### config.mk
export PLATFORM = sky130hd
export DESIGN_NAME = lpc_host_cmd_seq
export DESIGN_NICKNAME = d
export VERILOG_FILES = /design/src/rtl/lpc_host_cmd_seq.sv
export SDC_FILE = /design/constraint.sdc
export NUM_CORES = 1
export LEC_CHECK = 0
export ABC_AREA = 1
export CORE_AREA = 10 10 132 134
export CTS_CLUSTER_SIZE = 30
export DETAILED_ROUTE_END_ITERATION = 8
export DIE_AREA = 0 0 142 144
export PLACE_DENSITY_LB_ADDON = 0.15
export REMOVE_ABC_BUFFERS = 1
export SYNTH_ARGS = -nofsm -noshare
export SYNTH_HDL_FRONTEND = slang
export SYNTH_SLANG_ARGS = --single-unit
### constraint.sdc
create_clock -name clk_i -period 3 [get_ports clk_i]
set_input_delay 0.6 -clock clk_i [delete_from_list [all_inputs] [get_ports clk_i]]
set_output_delay 0.6 -clock clk_i [all_outputs]
set_load 0.005 [all_outputs]
### src/rtl/lpc_host_cmd_seq.sv
// LPC host command sequencer: buffers byte requests, drives the host engine's ctrl_* controls,
// returns responses and owns host reset/timeout recovery. Define LPC_SEQ_RETRY_EN to retry failed cycles once.

`ifndef LPC_ST_IDLE
`define LPC_ST_IDLE 5'h00
`endif
`ifndef LPC_ST_FORCE_RESET
`define LPC_ST_FORCE_RESET 5'h1f
`endif

module lpc_host_cmd_seq #(
    parameter int FIFO_DEPTH     = 4,
    parameter int RESET_CYCLES   = 8,
    parameter int TIMEOUT_CYCLES = 64
) (
    input  logic        clk_i,
    input  logic        nrst_i,
    input  logic        req_valid_i,
    output logic        req_ready_o,
    input  logic        req_write_i,
    input  logic        req_mem_i,
    input  logic [15:0] req_addr_i,
    input  logic [7:0]  req_data_i,
    output logic        rsp_valid_o,
    output logic [7:0]  rsp_data_o,
    output logic        rsp_error_o,
    output logic        busy_o,
    output logic [15:0] ctrl_addr_o,
    output logic [7:0]  ctrl_data_o,
    output logic        ctrl_nrst_o,
    output logic        ctrl_lframe_o,
    output logic        ctrl_rd_status_o,
    output logic        ctrl_wr_status_o,
    output logic        ctrl_memory_cycle_o,
    input  logic [7:0]  ctrl_data_i,
    input  logic        ctrl_ready_i,
    input  logic [4:0]  ctrl_host_state_i
);

    localparam int PTR_W   = $clog2(FIFO_DEPTH);
    localparam int CNT_MAX = (RESET_CYCLES > TIMEOUT_CYCLES) ? RESET_CYCLES : TIMEOUT_CYCLES;
    localparam int CNT_W   = $clog2(CNT_MAX + 1);
`ifdef LPC_SEQ_RETRY_EN
    localparam bit RETRY_EN = 1'b1;
`else
    localparam bit RETRY_EN = 1'b0;
`endif

    typedef enum logic [2:0] {
        S_RESET, S_WAIT_IDLE, S_IDLE, S_FRAME, S_WAIT_DONE, S_RESP, S_RECOVER
    } state_t;

    typedef struct packed {
        logic        write;
        logic        mem;
        logic [15:0] addr;
        logic [7:0]  data;
    } req_t;

    state_t           state_q, state_d;
    req_t             fifo_mem [FIFO_DEPTH];
    req_t             head;
    logic [PTR_W:0]   wr_ptr_q, rd_ptr_q, wr_ptr_d, rd_ptr_d;
    logic             push, pop, fifo_empty, full_d;
    logic [CNT_W-1:0] cnt_q, cnt_d;
    logic             cnt_last, timeout, abort, ready_prev_q, ready_rise;
    logic             cur_write_q, cur_write_d;
    logic             retry_pend_q, retry_pend_d, is_retry_q, is_retry_d;
    logic             nrst_d, lframe_d, rd_status_d, wr_status_d, mem_d;
    logic [15:0]      addr_d;
    logic [7:0]       data_d, rsp_data_d;
    logic             rsp_valid_d, rsp_error_d, ready_d, busy_d;

    assign push       = req_valid_i && req_ready_o;
    assign fifo_empty = (wr_ptr_q == rd_ptr_q);
    assign head       = fifo_mem[rd_ptr_q[PTR_W-1:0]];
    assign cnt_last   = (cnt_q == CNT_W'(RESET_CYCLES - 1));
    assign timeout    = (cnt_q == CNT_W'(TIMEOUT_CYCLES - 1));
    assign abort      = (ctrl_host_state_i == `LPC_ST_FORCE_RESET) || timeout;
    assign ready_rise = ctrl_ready_i && !ready_prev_q;

    // NOTE: payload storage has no reset; the pointers alone define which entries are valid.
    always_ff @(posedge clk_i) begin
        if (push) begin
            fifo_mem[wr_ptr_q[PTR_W-1:0]] <= '{write: req_write_i, mem: req_mem_i,
                                               addr: req_addr_i, data: req_data_i};
        end
    end

    always_ff @(posedge clk_i or negedge nrst_i) begin
        if (!nrst_i) begin
            state_q <= S_RESET;
        end else begin
            state_q <= state_d;
        end
    end

    always_comb begin
        state_d = state_q;
        unique case (state_q)
            S_RESET:     if (cnt_last) state_d = S_WAIT_IDLE;
            S_WAIT_IDLE: if (ctrl_host_state_i == `LPC_ST_IDLE) state_d = S_IDLE;
            S_IDLE:      if (retry_pend_q || !fifo_empty) state_d = S_FRAME;
            S_FRAME:     state_d = S_WAIT_DONE;
            S_WAIT_DONE: begin
                if (ready_rise) begin
                    state_d = S_RESP;
                end else if (abort) begin
                    // A first-attempt failure with retry enabled recovers silently.
                    state_d = (RETRY_EN && !is_retry_q) ? S_RECOVER : S_RESP;
                end
            end
            S_RESP:      state_d = rsp_error_o ? S_RECOVER : S_WAIT_IDLE;
            S_RECOVER:   if (cnt_last) state_d = S_WAIT_IDLE;
            default:     state_d = S_RESET;
        endcase
    end

    always_comb begin
        // NOTE: every combinational output gets a default first, so no path can infer a latch.
        pop          = 1'b0;
        cnt_d        = cnt_q;
        cur_write_d  = cur_write_q;
        retry_pend_d = retry_pend_q;
        is_retry_d   = is_retry_q;
        nrst_d       = ctrl_nrst_o;
        lframe_d     = 1'b1;
        rd_status_d  = ctrl_rd_status_o;
        wr_status_d  = ctrl_wr_status_o;
        mem_d        = ctrl_memory_cycle_o;
        addr_d       = ctrl_addr_o;
        data_d       = ctrl_data_o;
        rsp_valid_d  = 1'b0;
        rsp_data_d   = rsp_data_o;
        rsp_error_d  = rsp_error_o;
        unique case (state_q)
            S_RESET, S_RECOVER: begin
                cnt_d = cnt_q + CNT_W'(1);
                if (cnt_last) begin
                    nrst_d = 1'b1;
                    cnt_d  = '0;
                end
            end
            S_IDLE: begin
                if (retry_pend_q) begin
                    // Address, data and cycle type are still held from the failed attempt.
                    lframe_d     = 1'b0;
                    retry_pend_d = 1'b0;
                    is_retry_d   = 1'b1;
                end else if (!fifo_empty) begin
                    pop         = 1'b1;
                    addr_d      = head.addr;
                    data_d      = head.data;
                    mem_d       = head.mem;
                    cur_write_d = head.write;
                    lframe_d    = 1'b0;
                    is_retry_d  = 1'b0;
                end
            end
            S_FRAME: begin
                rd_status_d = !cur_write_q;
                wr_status_d = cur_write_q;
                cnt_d       = '0;
            end
            S_WAIT_DONE: begin
                cnt_d = cnt_q + CNT_W'(1);
                if (ready_rise) begin
                    rd_status_d = 1'b0;
                    wr_status_d = 1'b0;
                    rsp_valid_d = 1'b1;
                    rsp_data_d  = cur_write_q ? 8'h00 : ctrl_data_i;
                    rsp_error_d = 1'b0;
                end else if (abort) begin
                    rd_status_d = 1'b0;
                    wr_status_d = 1'b0;
                    if (RETRY_EN && !is_retry_q) begin
                        retry_pend_d = 1'b1;
                        nrst_d       = 1'b0;
                        cnt_d        = '0;
                    end else begin
                        rsp_valid_d = 1'b1;
                        rsp_data_d  = 8'h00;
                        rsp_error_d = 1'b1;
                    end
                end
            end
            S_RESP: begin
                if (rsp_error_o) begin
                    nrst_d = 1'b0;
                    cnt_d  = '0;
                end
            end
            default: ;
        endcase
    end

    // Ready and busy are registered from next-cycle occupancy and state so they are exact.
    always_comb begin
        wr_ptr_d = wr_ptr_q + (PTR_W + 1)'(push);
        rd_ptr_d = rd_ptr_q + (PTR_W + 1)'(pop);
        full_d   = (wr_ptr_d[PTR_W] != rd_ptr_d[PTR_W]) &&
                   (wr_ptr_d[PTR_W-1:0] == rd_ptr_d[PTR_W-1:0]);
        ready_d  = !full_d && !(state_d inside {S_RESET, S_RECOVER});
        busy_d   = (wr_ptr_d != rd_ptr_d) || !(state_d inside {S_IDLE, S_WAIT_IDLE}) ||
                   retry_pend_d;
    end

    // NOTE: sequential state uses non-blocking assignments so every register samples pre-edge values.
    always_ff @(posedge clk_i or negedge nrst_i) begin
        if (!nrst_i) begin
            wr_ptr_q            <= '0;
            rd_ptr_q            <= '0;
            cnt_q               <= '0;
            ready_prev_q        <= 1'b0;
            cur_write_q         <= 1'b0;
            retry_pend_q        <= 1'b0;
            is_retry_q          <= 1'b0;
            req_ready_o         <= 1'b0;
            busy_o              <= 1'b0;
            rsp_valid_o         <= 1'b0;
            rsp_data_o          <= 8'h00;
            rsp_error_o         <= 1'b0;
            ctrl_nrst_o         <= 1'b0;
            ctrl_lframe_o       <= 1'b1;
            ctrl_rd_status_o    <= 1'b0;
            ctrl_wr_status_o    <= 1'b0;
            ctrl_memory_cycle_o <= 1'b0;
            ctrl_addr_o         <= 16'h0000;
            ctrl_data_o         <= 8'h00;
        end else begin
            wr_ptr_q            <= wr_ptr_d;
            rd_ptr_q            <= rd_ptr_d;
            cnt_q               <= cnt_d;
            ready_prev_q        <= ctrl_ready_i;
            cur_write_q         <= cur_write_d;
            retry_pend_q        <= retry_pend_d;
            is_retry_q          <= is_retry_d;
            req_ready_o         <= ready_d;
            busy_o              <= busy_d;
            rsp_valid_o         <= rsp_valid_d;
            rsp_data_o          <= rsp_data_d;
            rsp_error_o         <= rsp_error_d;
            ctrl_nrst_o         <= nrst_d;
            ctrl_lframe_o       <= lframe_d;
            ctrl_rd_status_o    <= rd_status_d;
            ctrl_wr_status_o    <= wr_status_d;
            ctrl_memory_cycle_o <= mem_d;
            ctrl_addr_o         <= addr_d;
            ctrl_data_o         <= data_d;
        end
    end

endmodule
Word level (Yosys, flattened, before mapping)
Memories as Yosys holds them, arrays and structs flattened. A register that Yosys moved wholly into a read port is not among the register bits.
Index checks and enable logic that the tools add are counted.
W data, S select, Z words.
{"block": "classes", "bitwise": 2, "n_addsub": 3, "shift": 0, "n_mul": 0, "n_div": 0, "order_cmp": 0, "eq_ne": 19, "n_reduce_logical": 30, "mux": 34}
{"op": "$pmux W7 S4", "n": 1}
{"op": "$mux W8", "n": 3}
{"op": "$mux W1", "n": 18}
{"op": "$mux W3", "n": 6}
{"op": "$pmux W3 S6", "n": 1}
{"op": "$mux W7", "n": 2}
{"op": "$eq A3 B3 Y1 const B", "n": 4}
{"op": "$reduce_bool A2 Y1", "n": 5}
{"op": "$eq A3 B2 Y1 const B", "n": 3}
{"op": "$add A7 B1 Y7 const B", "n": 1}
{"op": "$eq A7 B3 Y1 const B", "n": 1}
{"op": "$eq A7 B6 Y1 const B", "n": 1}
{"op": "$logic_not A1 Y1", "n": 7}
{"op": "$add A3 B1 Y3", "n": 2}
{"op": "$eq A3 B1 Y1 const B", "n": 2}
{"op": "$logic_not A3 Y1", "n": 2}
{"op": "$pmux W1 S2", "n": 3}
{"op": "$reduce_and A2 Y1", "n": 3}
{"op": "$reduce_and A3 Y1", "n": 2}
{"op": "$eq A5 B5 Y1 const B", "n": 1}
{"op": "$logic_not A5 Y1", "n": 1}
{"op": "$logic_and A1 B1 Y1", "n": 4}
{"op": "$logic_or A1 B1 Y1", "n": 4}
{"op": "$reduce_bool A4 Y1", "n": 1}
{"op": "9 further kinds", "n": 10}
{"block": "word_totals", "reg_bits": 34, "mem_bits_rw": 104, "out_inout_bits": 41, "rom_bits": 0, "mem_count": 1, "latch_bits": 0}
{"memory": "fifo_mem", "words": 4, "width": 26, "read_ports": 1, "rd_ports_with_merged_regs": 1, "wr": 1, "line": "61", "rtl": "req_t fifo_mem [FIFO_DEPTH];"}

Logic depth before layout (Yosys ltp)
Gate-level depths: netlist (run 1).
{"block": "logic_depth", "word_depth": 10, "depth_mapped": 14, "depth_no_buf": 12}

Worst setup path after synthesis (run 1)
OpenSTA, ideal clock, no wires.
{"block": "synth_path", "path_type": "in2reg", "start": "input port req_valid_i", "end": "memory fifo_mem[2][0] (netlist name) (enable)", "n_path_buf": 0, "path_stages": 2, "setup_slack_ns": 0.052, "arrival_time_ns": 2.507, "path_cell_list": "nand2_1 > nor3_1"}
{"block": "synth_between", "elab_chain_cells": 3}
{"item": "start: declaration", "line": "18", "rtl": "input logic req_valid_i,"}
{"item": "$logic_and A1 B1 Y1", "line": "74", "rtl": "assign push = req_valid_i && req_ready_o;"}
{"item": "$mux W1", "line": "84", "rtl": "if (push) begin"}
{"item": "$mux W1 (not written as such)", "line": "85", "rtl": "fifo_mem[wr_ptr_q[PTR_W-1:0]] <= '{write: req_write_i, mem: req_mem_i,"}
{"item": "end: declaration", "line": "61"}
No other way between the ends.

Worst setup path after layout (run 1)
{"block": "layout_path", "start": "register wr_ptr_q[0]", "end": "register busy_o"}
{"block": "layout_between", "elab_cells_between_ends": 17}
{"item": "start: declaration", "line": "63", "rtl": "logic [PTR_W:0] wr_ptr_q, rd_ptr_q, wr_ptr_d, rd_ptr_d;"}
{"item": "start signal: assignment", "line": "231", "rtl": "wr_ptr_q <= wr_ptr_d;"}
{"item": "$eq A3 B3 Y1", "line": "75", "rtl": "assign fifo_empty = (wr_ptr_q == rd_ptr_q);"}
{"item": "$mux W1", "line": "150", "rtl": "end else if (!fifo_empty) begin"}
{"item": "$mux W1", "line": "145", "rtl": "if (retry_pend_q) begin"}
{"item": "$mux W1", "line": "136", "rtl": "unique case (state_q)"}
{"item": "$add A3 B1 Y3", "line": "200", "rtl": "rd_ptr_d = rd_ptr_q + (PTR_W + 1)'(pop);"}
{"item": "via rd_ptr_d[1]", "line": "63"}
{"item": "$ne A3 B3 Y1", "line": "204", "rtl": "busy_d = (wr_ptr_d != rd_ptr_d) || !(state_d inside {S_IDLE, S_WAIT_IDLE}) ||"}
{"item": "$logic_or A1 B1 Y1 (2 in a row)", "line": "204"}
{"item": "via busy_d", "line": "72", "rtl": "logic rsp_valid_d, rsp_error_d, ready_d, busy_d;"}
{"item": "end signal: assignment", "line": "239", "rtl": "busy_o <= busy_d;"}
{"item": "end: declaration", "line": "27", "rtl": "output logic busy_o,"}
The timed path passes the listed nets, and every way through them passes these cells.
A chain may end at the register's enable or synchronous reset.

==> results.md, run 1 <==
- Outcome: finished clean
- Reg2reg path depth: 12
- Mapped cell area: 0.00654 sq mm
- Fill cell count: 1277
- Critical path type: register to register
- Combinational Power Share: approximately a third
- CTS tree: yes
- Area Growth Syn to Fin: 25.5%
- Worst path max stage delay: 0.45 ns
- CP max-delay cell: dfrtp_1
- Total of max-cap violations: 0
- FMAX: 444 MHz
- Clk buf depth: 2
- Row cnt: 45
- Gpl congestion: 0.833
- First-pass GRT wire length: around 22000 um
- Switching pwr: about 0.0027 W
- Final wirelength: 13700 um
- Ratio of cells with drive above 1 in the final layout: 10.3%
- Sw Share: 33.2%
- I/O Buffers: 83
- Crit-path leading delay family: simple AND/OR/NAND/NOR gates
- PwrDens: 981 mW/mm^2
- GRT Resource Usage Total: 13.9%
- TritonRoute pass-1 iters: 5
- Synthesized area per cell: 11.5 sq um
- Gr ovfl total: 0
- Number of synthesized register bits: about 160
- # clock sinks: 164
- Int Pwr: 0.00537 W
- Setup WS post-layout: 0.747 ns
- Number of remaining DRC errors: 0
- LEAKAGE: 3.17 nW
- Post-Layout Inst Area: 0.00820 sq mm
- DR vias: 4348
- Final hold slack: approximately 0.20 ns
- DP Area: 0.00761 sq mm
- Largest net degree at the start of global routing: 55
- H-Tree Level Count: 4
- WL/cell: roughly 16 um
- Setup TNS: 0 ns
- Fin crit share: about three quarters
- CORE AREA: 0.0149 sq mm
- Cell chain of the critical path: xor2_1, nor2_1, nand2_1, nand3_1, inv_2, ha_1, ha_1, xor2_1, nor3b_1, nand2_1, nor2_1, nand4_1
- Initial Utilization: between 40% and 50%
- Chip width: 142 um
- Unrepaired setup endpoints after global routing: false
- Post-Place Worst Slack: 0.386 ns
- Detailed placer's ending HPWL: around 8600 um
- Clock period minus worst slack: 2.25 ns
- Worst endpoint required time: about 3.3 ns
- Rel. slew slack: 49.8%
- Post-Syn Instances: 566
- Clk pwr share: 26.8%
- VDD IR max: 0.446 mV
- Syn. warnings: 0
- ANT cells: 0
- Hold crit path type: input pin to async pin
- Die ar.: 0.0204 sq mm
- Critical path data arrival time: 2.53 ns
- Final setup violation count: 0
- CTS Buf Count: 17
- Netlist cell types: 33
- Die Span Y: 144 um
- Setup crit start kind: register
- Worst Skew: 0.00899 ns
- Crit-path max FO: 5
- Postcts setup bufs: 0
- Initial antenna violation count: 0
- Post-DRT Antenna Nets: 0
- Final hold vios: 0
- Stages on worst setup path: 12
- Critical Path End Type: register
- Vias in the first global route: 4348
- Iteration-0 DRC count of the detailed router: ~210
- Sequential share of power: 40.3%
- Tightest Pin Transition: ~0.75 ns
- Root Buffer: clkbuf_16
- Skew-Pair Late Insertion Delay: 0.42 ns
- Worst-path clk slew: 0.07 ns
- Post-CTS Hold Buffers: 0
- DR vias/cell: 5.07
- Resized cells post-CTS: 0
- Post-synthesis sequential area ratio: 70.8%
- Worst Path Buf+Inv: 1
- Final number of max-transition violations: 0
- Nets: slightly above 700
- Number of placed I/O pins: 84
-- per-stage QoR --
step	utilization, %	cells	total power (W)
6_report	55.2	858	0.00805
5_1_grt	55.2	858	0.00863
4_1_cts	55.2	858	0.00816
3_5_place_dp	51.2	826	0.00600
3_3_place_gp	51.2	826	0.00594
2_1_floorplan	-	543	0.00479
-- worst paths after layout --
check / start / endpoint / slack, ns
min reg2reg: rsp_data_o[0] / rsp_data_o[0] / 0.48
min: nrst_i / ctrl_addr_o[15] / 0.20
max reg2reg: wr_ptr_q[0] / busy_o / 0.75
max: wr_ptr_q[0] / busy_o / 0.75
max in group asynchronous: nrst_i / ctrl_addr_o[11] / 2.06
min in group clk_i: rsp_data_o[0] / rsp_data_o[0] / 0.48
-- registers in the layout (all words and copies together) (netlist names), 3 cells and up --
| signal | cells |
|---|---|
| ctrl_addr_o | 16 |
| state_q | 3 |
| wr_ptr_q | 3 |
| cnt_q | 7 |
| ctrl_data_o | 8 |
| rsp_data_o | 8 |
| rd_ptr_q | 3 |
| fifo_mem | 104 |
-- area by class of cell --
class | instances | area (sq um) | share of cell area [%]
flip-flops and latches | 164 | 4630 | 56.4
clock inverters | 12 | 145 | 1.77
clock buffers | 20 | 447 | 5.45
repair buffers | 95 | 916 | 11.2
well taps | 188 | 235 | 2.87
inverters | 30 | 126 | 1.54
multi-input cells | 349 | 1710 | 20.8
-- cell families after synthesis --
kind of cell / after synthesis / share of synthesized area [%]
simple gates: 232 / 15.0
buf+inv: 53 / 3.41
flops: 164 / 70.8
fa+ha+maj: 5 / 0.957
xor+xnor: 8 / 1.07
compound gates: 104 / 8.75
-- placed cells by master, fill, tap and decap left out, types with 4 or more instances in the layout --
master	Yosys	layout
o21ai_0	64	64
inv_6	0	4
xor2_1	7	7
nor3_2	0	4
dfrtp_1	59	58
a21oi_1	9	9
a31oi_1	27	27
nand3_1	16	16
inv_1	22	22
clkdlybuf4s50_1	0	82
ha_1	5	5
clkbuf_16	0	17
clkinv_4	0	4
nor2_1	143	143
inv_2	6	6
buf_4	0	12
edfxtp_1	104	104
nand2_1	52	52
-- metal layers --
metal  GRT usage, %  wire length (um)  up-vias
li1               -                 -     2136
met1           16.5              5960     2107
met2           23.3              6780       96
met3           4.82               811        9
met4           4.57               144        0
met5              0                 0        -
-- synth_stat cells --
cell type,count,area (sq um)
nand3_1,16,80.1
nor3_4,1,16.3
a21oi_1,9,45.0
and2_1,1,6.26
nand2_2,2,12.5
inv_2,6,22.5
inv_1,22,82.6
o21ai_0,64,320
nor3b_1,1,7.51
nand2_4,1,11.3
a31oi_1,27,169
xnor2_1,1,8.76
nand2_1,52,195
xor2_1,7,61.3
dfstp_2,1,26.3
nor3_1,6,30.0
clkbuf_1,10,37.5
dfrtp_1,59,1480
edfxtp_1,104,3120
buf_1,5,18.8
buf_2,8,40.0
ha_1,5,62.6
bufinv_8,1,17.5
nand4_1,2,12.5
nor2_4,2,22.5
nor2_1,143,537
nor3b_2,2,25.0
nor2_2,1,6.26
nand3_2,2,20.0
o21ai_4,1,16.3
o21ai_2,1,8.76
clkinv_1,1,3.75
o22ai_1,2,12.5
-- power by group through the flow --
stage / Clock [W] / Sequential, W / Combinational, W
final: 0.00215 / 0.00324 / 0.00265
after CTS: 0.00220 / 0.00325 / 0.00272
after detailed placement: 0 / 0.00329 / 0.00271
after global routing: 0.00230 / 0.00331 / 0.00302
after floorplan: 0 / 0.00335 / 0.00144
after global placement: 0 / 0.00328 / 0.00266
No activity file was read; power rests on OpenSTA's default activity.
==> run 2, diff against run 1 <==
==> constraint.sdc (replaced) <==
create_clock -name clk_i -period 2.17 [get_ports clk_i]
set_input_delay 0.434 -clock clk_i [delete_from_list [all_inputs] [get_ports clk_i]]
set_output_delay 0.434 -clock clk_i [all_outputs]
set_load 0.005 [all_outputs]
==> run 2 against run 1 <==
Effect of this change: final area up 1.7%; first-iteration DRC count up 63%; sequential power up 37%.
==> results.md, run 2 (same netlist as run 1, synthesis figures left out) <==
- Clk buf depth: 2
- LEAKAGE: 3.23 nW
- Row cnt: 45
- Area Growth Syn to Fin: 27.7%
- H-Tree Level Count: 4
- Clock period minus worst slack: 2.06 ns
- Detailed placer's ending HPWL: 8570 um
- Gpl congestion: 0.814
- Number of remaining DRC errors: 0
- TritonRoute pass-1 iters: 5
- PwrDens: about 1400 mW/mm^2
- CP max-delay cell: dfrtp_1
- Skew-Pair Late Insertion Delay: 0.41 ns
- Critical path type: register to register
- Power Total: 0.0113 W
- ANT cells: 0
- Chip width: 142 um
- Die ar.: ~0.020 sq mm
- Post-CTS Hold Buffers: 0
- Worst Skew: ~0.0093 ns
- Area of the multi-input gates: 0.00173 sq mm
- Critical Path End Type: register
- Setup crit start kind: register
- Vias in the first global route: 4417
- Initial Utilization: 44.0%
- Final hold slack: about 0.030 ns
- Number of placed I/O pins: 84
- Commonest non-fill, non-tap cell in the layout: nor2_1
- Largest net degree at the start of global routing: 61
- VDD IR max: 0.733 mV
- Final hold vios: 0
- Worst path max stage delay: 0.37 ns
- CORE AREA: 0.0149 sq mm
- Rel. slew slack: 62.3%
- Final number of max-transition violations: 0
- Fin crit share: 94.9%
- First-pass GRT wire length: 22600 um
- Worst endpoint required time: 2.45 ns
- DR vias: 4335
- WL/cell: between 15 and 20 um
- Total of max-cap violations: 0
- Ratio of cells with drive above 1 in the final layout: 11.7%
- Iteration-0 DRC count of the detailed router: 335
- Largest register FFs: 104
- Critical path data arrival time: 2.34 ns
- Gr ovfl total: 0
- Outcome: finished clean
- Commonest non-fill, non-tap cells in the layout: nor2_1 (143), edfxtp_1 (104), clkdlybuf4s50_1 (82), o21ai_0 (64), dfrtp_1 (58)
- Final wirelength: 13900 um
- Hold crit path type: input pin to async pin
- GRT Resource Usage Total: 14.0%
- CTS tree: yes
- Final setup violation count: 0
- Cell chain of the critical path: bufinv_8, nand3_2, inv_1, nand3_1, inv_2, ha_2, ha_4, xor2_1, nor3b_2, nand2_1, nor2_1, nand4_1
- Tightest Pin Transition: 0.566 ns
- Crit-path max FO: 6
- Post-DRT Antenna Nets: 0
- Fill cell count: 1314
- FMAX: ~500 MHz
- Worst-path clk slew: 0.06 ns
- Nets: 712
- Die Span Y: ~140 um
- CTS Buf Count: 17
- FF/Latch Area: approximately 0.0046 sq mm
- # clock sinks: around 160
- I/O Buffers: 83
- Initial antenna violation count: 0
- Root Buffer: clkbuf_16
- DR vias/cell: 5.01
run 2: repair_timing:
action                     in CTS  in global routing
pin swaps                       0                  2
hold endpoints to repair        0                  0
resized for setup               1                  3
setup endpoints to repair       1                  2
buffers inserted                0                  2
run 2: worst max-delay path, delay by kind of cell, from the launching register on:
family / cells / cell delay (ns)
flops: 1 / 0.37
simple gates: 6 / 0.66
buf+inv: 3 / 0.35
xor+xnor: 1 / 0.16
fa+ha+maj: 2 / 0.38
run 2: power by group:
part	internal [W]	leakage (nW)	switching, W
clock network	0.00182	0.293	0.00117
registers	0.00407	1.66	0.000367
logic	0.00175	1.27	0.00216
run 2: final timing paths:
| path | start | endpoint | slack [ns] | depth (start not counted) |
|---|---|---|---|---|
| max reg2reg | state_q[0] | busy_o | 0.11 | 12 |
| min | nrst_i | rsp_error_o | 0.03 | 2 |
| min reg2reg | rsp_data_o[7] | rsp_data_o[7] | 0.49 | 2 |
| max in group asynchronous | nrst_i | ctrl_addr_o[11] | 1.83 | 2 |
| max | state_q[0] | busy_o | 0.11 | 12 |
| min in group clk_i | rsp_data_o[7] | rsp_data_o[7] | 0.49 | 2 |
run 2: final cells by class:
type	instances	share of cell area, %
multi-input combinational	349	20.7
sequential	164	55.4
clock buffer	20	5.23
timing repair buffer	102	12.4
tap	188	2.82
clock inverter	12	1.89
inverter	30	1.51
run 2: per-stage QoR:
stage | instance area, sq um | setup WS, ns | utilization (%) | TNS (ns) | instances
floorplan | 6440 | -0.996 | - | -68.80 | 543
global placement | 7710 | -0.0739 | 51.9 | -0.0739 | 831
detailed placement | 7710 | -0.114 | 51.9 | -0.155 | 831
CTS | 8310 | 0.0395 | 55.9 | 0 | 863
global route | 8350 | -0.00783 | 56.1 | -0.00783 | 865
finish | 8350 | 0.111 | 56.1 | 0 | 865
run 2: per-layer routing:
layer	wire [um]	vias to the layer above	part of all wire, %	track usage, %
met5	0	-	0	0
met4	57	0	0.41	3.87
met3	846	2	6.1	4.72
met2	6840	92	49	22.8
met1	6160	2101	44	17.4
li1	-	2140	-	-
==> run 3, diff against run 2 <==
--- a/config.mk
+++ b/config.mk
@@ -6,6 +6,7 @@
 export NUM_CORES = 1
 export LEC_CHECK = 0
 export ABC_AREA = 1
+export CAP_MARGIN = 20
 export CORE_AREA = 10 10 132 134
 export CTS_CLUSTER_SIZE = 30
 export DETAILED_ROUTE_END_ITERATION = 8
==> results of run 3 <==
The final DEF is identical to that of run 2; final timing and power are the same.
